--- src/rtl/serial_subtractor.sv ---
// Bit-serial two's-complement subtractor (diff = a - b, LSB first, one full-subtractor cell).
// Optional signed-overflow output enabled by defining SERIAL_SUB_OVF_EN.
module serial_subtractor #(
  parameter int WIDTH = 8
) (
  input  logic             clk,
  input  logic             rst_n,
  input  logic             start,
  input  logic [WIDTH-1:0] a,
  input  logic [WIDTH-1:0] b,
  output logic             busy,
  output logic             done,
  output logic [WIDTH-1:0] diff,
  output logic             bout
`ifdef SERIAL_SUB_OVF_EN
  ,
  output logic             ovf
`endif
);

  localparam int CW = $clog2(WIDTH) + 1;
  localparam logic [CW-1:0] CNT_END = CW'(WIDTH);

  typedef enum logic [1:0] {
    S_IDLE  = 2'd0,
    S_SHIFT = 2'd1,
    S_DONE  = 2'd2
  } state_t;

  state_t           state_r, state_s;
  logic [WIDTH-1:0] a_sr_r, b_sr_r, d_sr_r, diff_r;
  logic [CW-1:0]    cnt_r;
  logic             borrow_r, busy_r, done_r, bout_r;
  logic             load_s, step_s, fin_s;
  logic [1:0]       fs_s;

  // Returns {borrow_out, difference} of one full-subtractor cell.
  function automatic logic [1:0] fsub(input logic x, input logic y, input logic br);
    fsub = {(~x & y) | (~(x ^ y) & br), x ^ y ^ br};
  endfunction

  // Next-state logic and per-cycle datapath strobes.
  always_comb begin
    state_s = state_r;
    load_s  = 1'b0;
    step_s  = 1'b0;
    fin_s   = 1'b0;
    fs_s    = fsub(a_sr_r[0], b_sr_r[0], borrow_r);
    case (state_r)
      S_IDLE: begin
        if (start) begin
          state_s = S_SHIFT;
          load_s  = 1'b1;
        end else begin
          state_s = S_IDLE;
        end
      end
      S_SHIFT: begin
        // One extra edge after the last bit publishes the result in DONE.
        if (cnt_r == CNT_END) begin
          state_s = S_DONE;
          fin_s   = 1'b1;
        end else begin
          state_s = S_SHIFT;
          step_s  = 1'b1;
        end
      end
      S_DONE: begin
        if (start) begin
          state_s = S_SHIFT;
          load_s  = 1'b1;
        end else begin
          state_s = S_IDLE;
        end
      end
      default: begin
        state_s = S_IDLE;
      end
    endcase
  end

  // State register plus registered busy/done flags.
  always_ff @(posedge clk or negedge rst_n) begin
    if (!rst_n) begin
      state_r <= S_IDLE;
      busy_r  <= 1'b0;
      done_r  <= 1'b0;
    end else begin
      state_r <= state_s;
      busy_r  <= (state_s == S_SHIFT);
      done_r  <= (state_s == S_DONE);
    end
  end

  // Operand shift registers, borrow flop and bit counter.
  always_ff @(posedge clk or negedge rst_n) begin
    if (!rst_n) begin
      a_sr_r   <= '0;
      b_sr_r   <= '0;
      d_sr_r   <= '0;
      borrow_r <= 1'b0;
      cnt_r    <= '0;
    end else if (load_s) begin
      a_sr_r   <= a;
      b_sr_r   <= b;
      borrow_r <= 1'b0;
      cnt_r    <= '0;
    end else if (step_s) begin
      a_sr_r   <= {1'b0, a_sr_r[WIDTH-1:1]};
      b_sr_r   <= {1'b0, b_sr_r[WIDTH-1:1]};
      d_sr_r   <= {fs_s[0], d_sr_r[WIDTH-1:1]};
      borrow_r <= fs_s[1];
      cnt_r    <= cnt_r + CW'(1);
    end
  end

  // Result registers, updated only on entry to DONE.
  always_ff @(posedge clk or negedge rst_n) begin
    if (!rst_n) begin
      diff_r <= '0;
      bout_r <= 1'b0;
    end else if (fin_s) begin
      diff_r <= d_sr_r;
      bout_r <= borrow_r;
    end
  end

`ifdef SERIAL_SUB_OVF_EN
  logic a_msb_r, b_msb_r, ovf_r;

  // Operand sign latches and overflow flag.
  always_ff @(posedge clk or negedge rst_n) begin
    if (!rst_n) begin
      a_msb_r <= 1'b0;
      b_msb_r <= 1'b0;
      ovf_r   <= 1'b0;
    end else if (load_s) begin
      a_msb_r <= a[WIDTH-1];
      b_msb_r <= b[WIDTH-1];
    end else if (fin_s) begin
      ovf_r   <= (a_msb_r != b_msb_r) && (d_sr_r[WIDTH-1] != a_msb_r);
    end
  end

  assign ovf = ovf_r;
`endif

  assign busy = busy_r;
  assign done = done_r;
  assign diff = diff_r;
  assign bout = bout_r;

endmodule

--- config.mk ---
export PLATFORM = sky130hd
export DESIGN_NAME = serial_subtractor
export DESIGN_NICKNAME = d
export VERILOG_FILES = /design/src/rtl/serial_subtractor.sv
export SDC_FILE = /design/constraint.sdc
export NUM_CORES = 1
export LEC_CHECK = 0
export CAP_MARGIN = 20
export CORE_MARGIN = 1.5
export CORE_UTILIZATION = 55
export DETAILED_ROUTE_END_ITERATION = 12
export GPL_TIMING_DRIVEN = 0
export PLACE_DENSITY = 0.82
export SLEW_MARGIN = 0
export SYNTH_ARGS = -nofsm -noshare
export SYNTH_HDL_FRONTEND = slang
export SYNTH_SLANG_ARGS = --single-unit
--- constraint.sdc ---
create_clock -name clk -period 3.5 [get_ports clk]
set_input_delay 0.7 -clock clk [delete_from_list [all_inputs] [get_ports clk]]
set_output_delay 0.7 -clock clk [all_outputs]
set_load 0.005 [all_outputs]
==> impl_metrics.py <==
metrics = {
    "timing": {
        "setup_slack_ns": 1.515,
        "final.setup.tns_ns": 0,
        "max-slew-margin-rel_pct": 39.83,
        "fmax_mhz": 503.8,
        "rsz0062_at_grt": "no",
        "setup_viol": 0,
        "whs_ns": 0.4686,
        "fin_crit_ns": 1.985,
        "worst_slew_pin_slew_ns": 0.9025,
        "final-hold-violation-count": 0,
        "fin_crit_sh_pct": 56.71,
        "skew_ns": 0.01054,
        "maxSlewViolCount": 0,
    },
    "power": {
        "power_frac_comb_pct": 42.8,
        "seq_power_share_pct": 45.5,
        "net-switching-power_uw": 612.0,
        "power_mw": 1.846,
        "power_density_nw_per_um2": 845.4,
        "p_sw_share_pct": 33.16,
        "p_clk_share_pct": 11.7,
        "internal-power_mw": 1.234,
        "leakage_nw": 1.024,
        "ir_drop_mv": 0.4594,
    },
    "yosys": {
        "synth_warnings": 0,
        "ys_seq_area_share_pct": 58.54,
        "synth_fp_nets": 154,
        "postSynthCellCount": 132,
        "syn-cell-area_sq_um": 1795,
        "synthArstFlopShare_pct": 100.0,
        "synth_top_flop_cell": "dfrtp_1",
        "syn_avg_cell_area_sq_um": 13.60,
        "ys_ff_latch": 42,
        "synth_edf_count": 0,
        "synth.distinct_cells": 30,
    },
    "route": {
        "firstDrtPassIters": 4,
        "drt_iter0_markers": 42,
        "vias_per_cell": 5.627,
        "vias": 1193,
        "wirelength_um": 3224,
        "drc_errors": 0,
        "antenna_left": 0,
        "wl_per_cell_um": 15.21,
    },
    "layout": {
        "num_antenna_cells": 0,
        "nFillCells": 230,
        "layout_commonest_cell": "dfrtp_1",
        "drive_above_1_share_pct": 20.83,
        "final_nets": 190,
        "fin_cells": 212,
        "postLayoutCellArea_sq_um": 2183,
        "syn_to_final_growth_pct": 21.60,
        "final_cell_mix": "dfrtp_1 (42), clkdlybuf4s50_1 (28), mux2_2 (17), and3_1 (13), a221o_1 (13)",
        "fin_util_pct": 70.94,
    },
    "grt": {
        "grt_pass1_vias": 1210,
        "grt_max_degree": 43,
        "grt_usage_pct": 20.97,
        "grt_overflow": 0,
        "antenna_found_initial": 0,
        "grt_pass1_wl_um": 5478,
    },
    "clock_network": {
        "clock_latency_ns": 0.34,
        "clockBufferDepth": 2,
        "cts_root_buffer": "clkbuf_4",
        "path_clk_slew_ns": 0.11,
        "post_cts_resize_count": 0,
        "h-tree-depth": 2,
        "clock-sinks": 42,
        "cts_buffers": 5,
        "ctsHoldBuffers": 0,
        "cts_tree": "yes",
        "cts_setup_buffers": 0,
    },
    "job": {
        "maxCapViolations": 0,
    },
    "placement": {
        "dp_hpwl_um": 2209,
        "pre_cts_slack_ns": 1.190,
        "placed_area_sq_um": 2136,
        "place_congestion": 0.7529,
        "portBuffers": 29,
        "dp.cells": 205,
    },
    "worst_hold_path": {
        "hp-class": "in -> async",
    },
    "critical_path": {
        "worstSetupPathType": "in -> reg",
        "path_max_fanout": 10,
        "end_kind": "flip-flop",
        "crit_path_start_kind": "input pin",
        "critical_path_arrival_ns": 2.26,
        "worstPathRequired_ns": 3.78,
    },
    "floorplan": {
        "start_util_pct": 58.33,
        "core_sq_um": 3078,
        "dieArea_sq_um": 3616,
        "fp-row-count": 20,
        "die_h_um": 60.14,
        "io_pins": 30,
        "fp.dieW_um": 60.14,
    },
    "run_status": {
        "status": "completed",
    },
}
## synth_stat cells (2+ instances only)
master,instances,area (sq um)
inv_1,7,26.28
nand3_1,2,10.01
dfrtp_1,42,1051
o21ai_0,3,15.01
ha_1,2,25.02
buf_6,2,22.52
nand2_1,5,18.77
o31ai_1,3,22.52
nand2b_1,2,12.51
mux2_2,17,191.4
a221o_1,13,130.1
clkbuf_1,2,7.510
and3_1,13,81.33
nor2_1,2,7.510
buf_2,2,10.01
## power groups by stage
stage | clock network (mW) | registers (mW) | logic [mW]
finish | 0.217 | 0.839 | 0.790
global route | 0.248 | 0.869 | 0.871
CTS | 0.227 | 0.841 | 0.801
detailed placement | 0 | 0.851 | 0.792
global placement | 0 | 0.835 | 0.760
floorplan | 0 | 0.820 | 0.541
## path summary, 6_finish.rpt
| check | start | endpoint | slack (ns) | cells past startpoint |
|---|---|---|---|---|
| setup / recovery | start | a_sr_r[1] | 1.52 | 5 |
| hold / removal | rst_n | d_sr_r[1] | 0.47 | 1 |
| setup reg to reg | cnt_r[0] | d_sr_r[1] | 1.79 | 6 |
| hold reg to reg | diff[5] | diff[5] | 0.52 | 1 |
| max in group asynchronous | rst_n | cnt_r[1] | 2.46 | 1 |
| min in group clk | diff[5] | diff[5] | 0.52 | 1 |
## layer usage
metal | wire, um | global-route usage, %
met2 | 1663 | 35.40
met1 | 1374 | 25.63
met3 | 141 | 6.277
met4 | 44 | 6.667
met5 | 0 | 0
## logic make-up after synthesis
family	Yosys count	synth area share, %
flip-flops	42	58.54
AND/OR/NAND/NOR	31	11.50
AO/OA/AOI/OAI	23	11.64
multiplexers	18	11.22
buffers and inverters	14	4.112
adder cells (fa/ha/maj)	3	2.509
XOR/XNOR	1	0.4879
## critical path, cell delays in order
cell,delay [ns]
clkdlybuf4s50_1,0.51
nor2b_1,0.15
buf_2,0.25
clkbuf_1,0.42
a221o_1,0.24
## cell type report
cell class / instances / area (sq um) / area share, %
plain buffers: 7 / 47.55 / 2.178
repair buffers: 29 / 285.3 / 13.07
well taps: 44 / 55.05 / 2.521
multi-input cells: 76 / 670.6 / 30.72
clock buffers: 5 / 37.54 / 1.719
flip-flops and latches: 42 / 1051 / 48.14
inverters: 7 / 26.28 / 1.203
clock inverters: 2 / 10.01 / 0.4585
## state kept, by name, indices dropped and copies added (netlist names), 2 cells and up
name     cells
a_sr_r       8
b_sr_r       8
d_sr_r       8
diff         8
cnt_r        4
state_r      2
No activity file was read; power rests on OpenSTA's default activity.
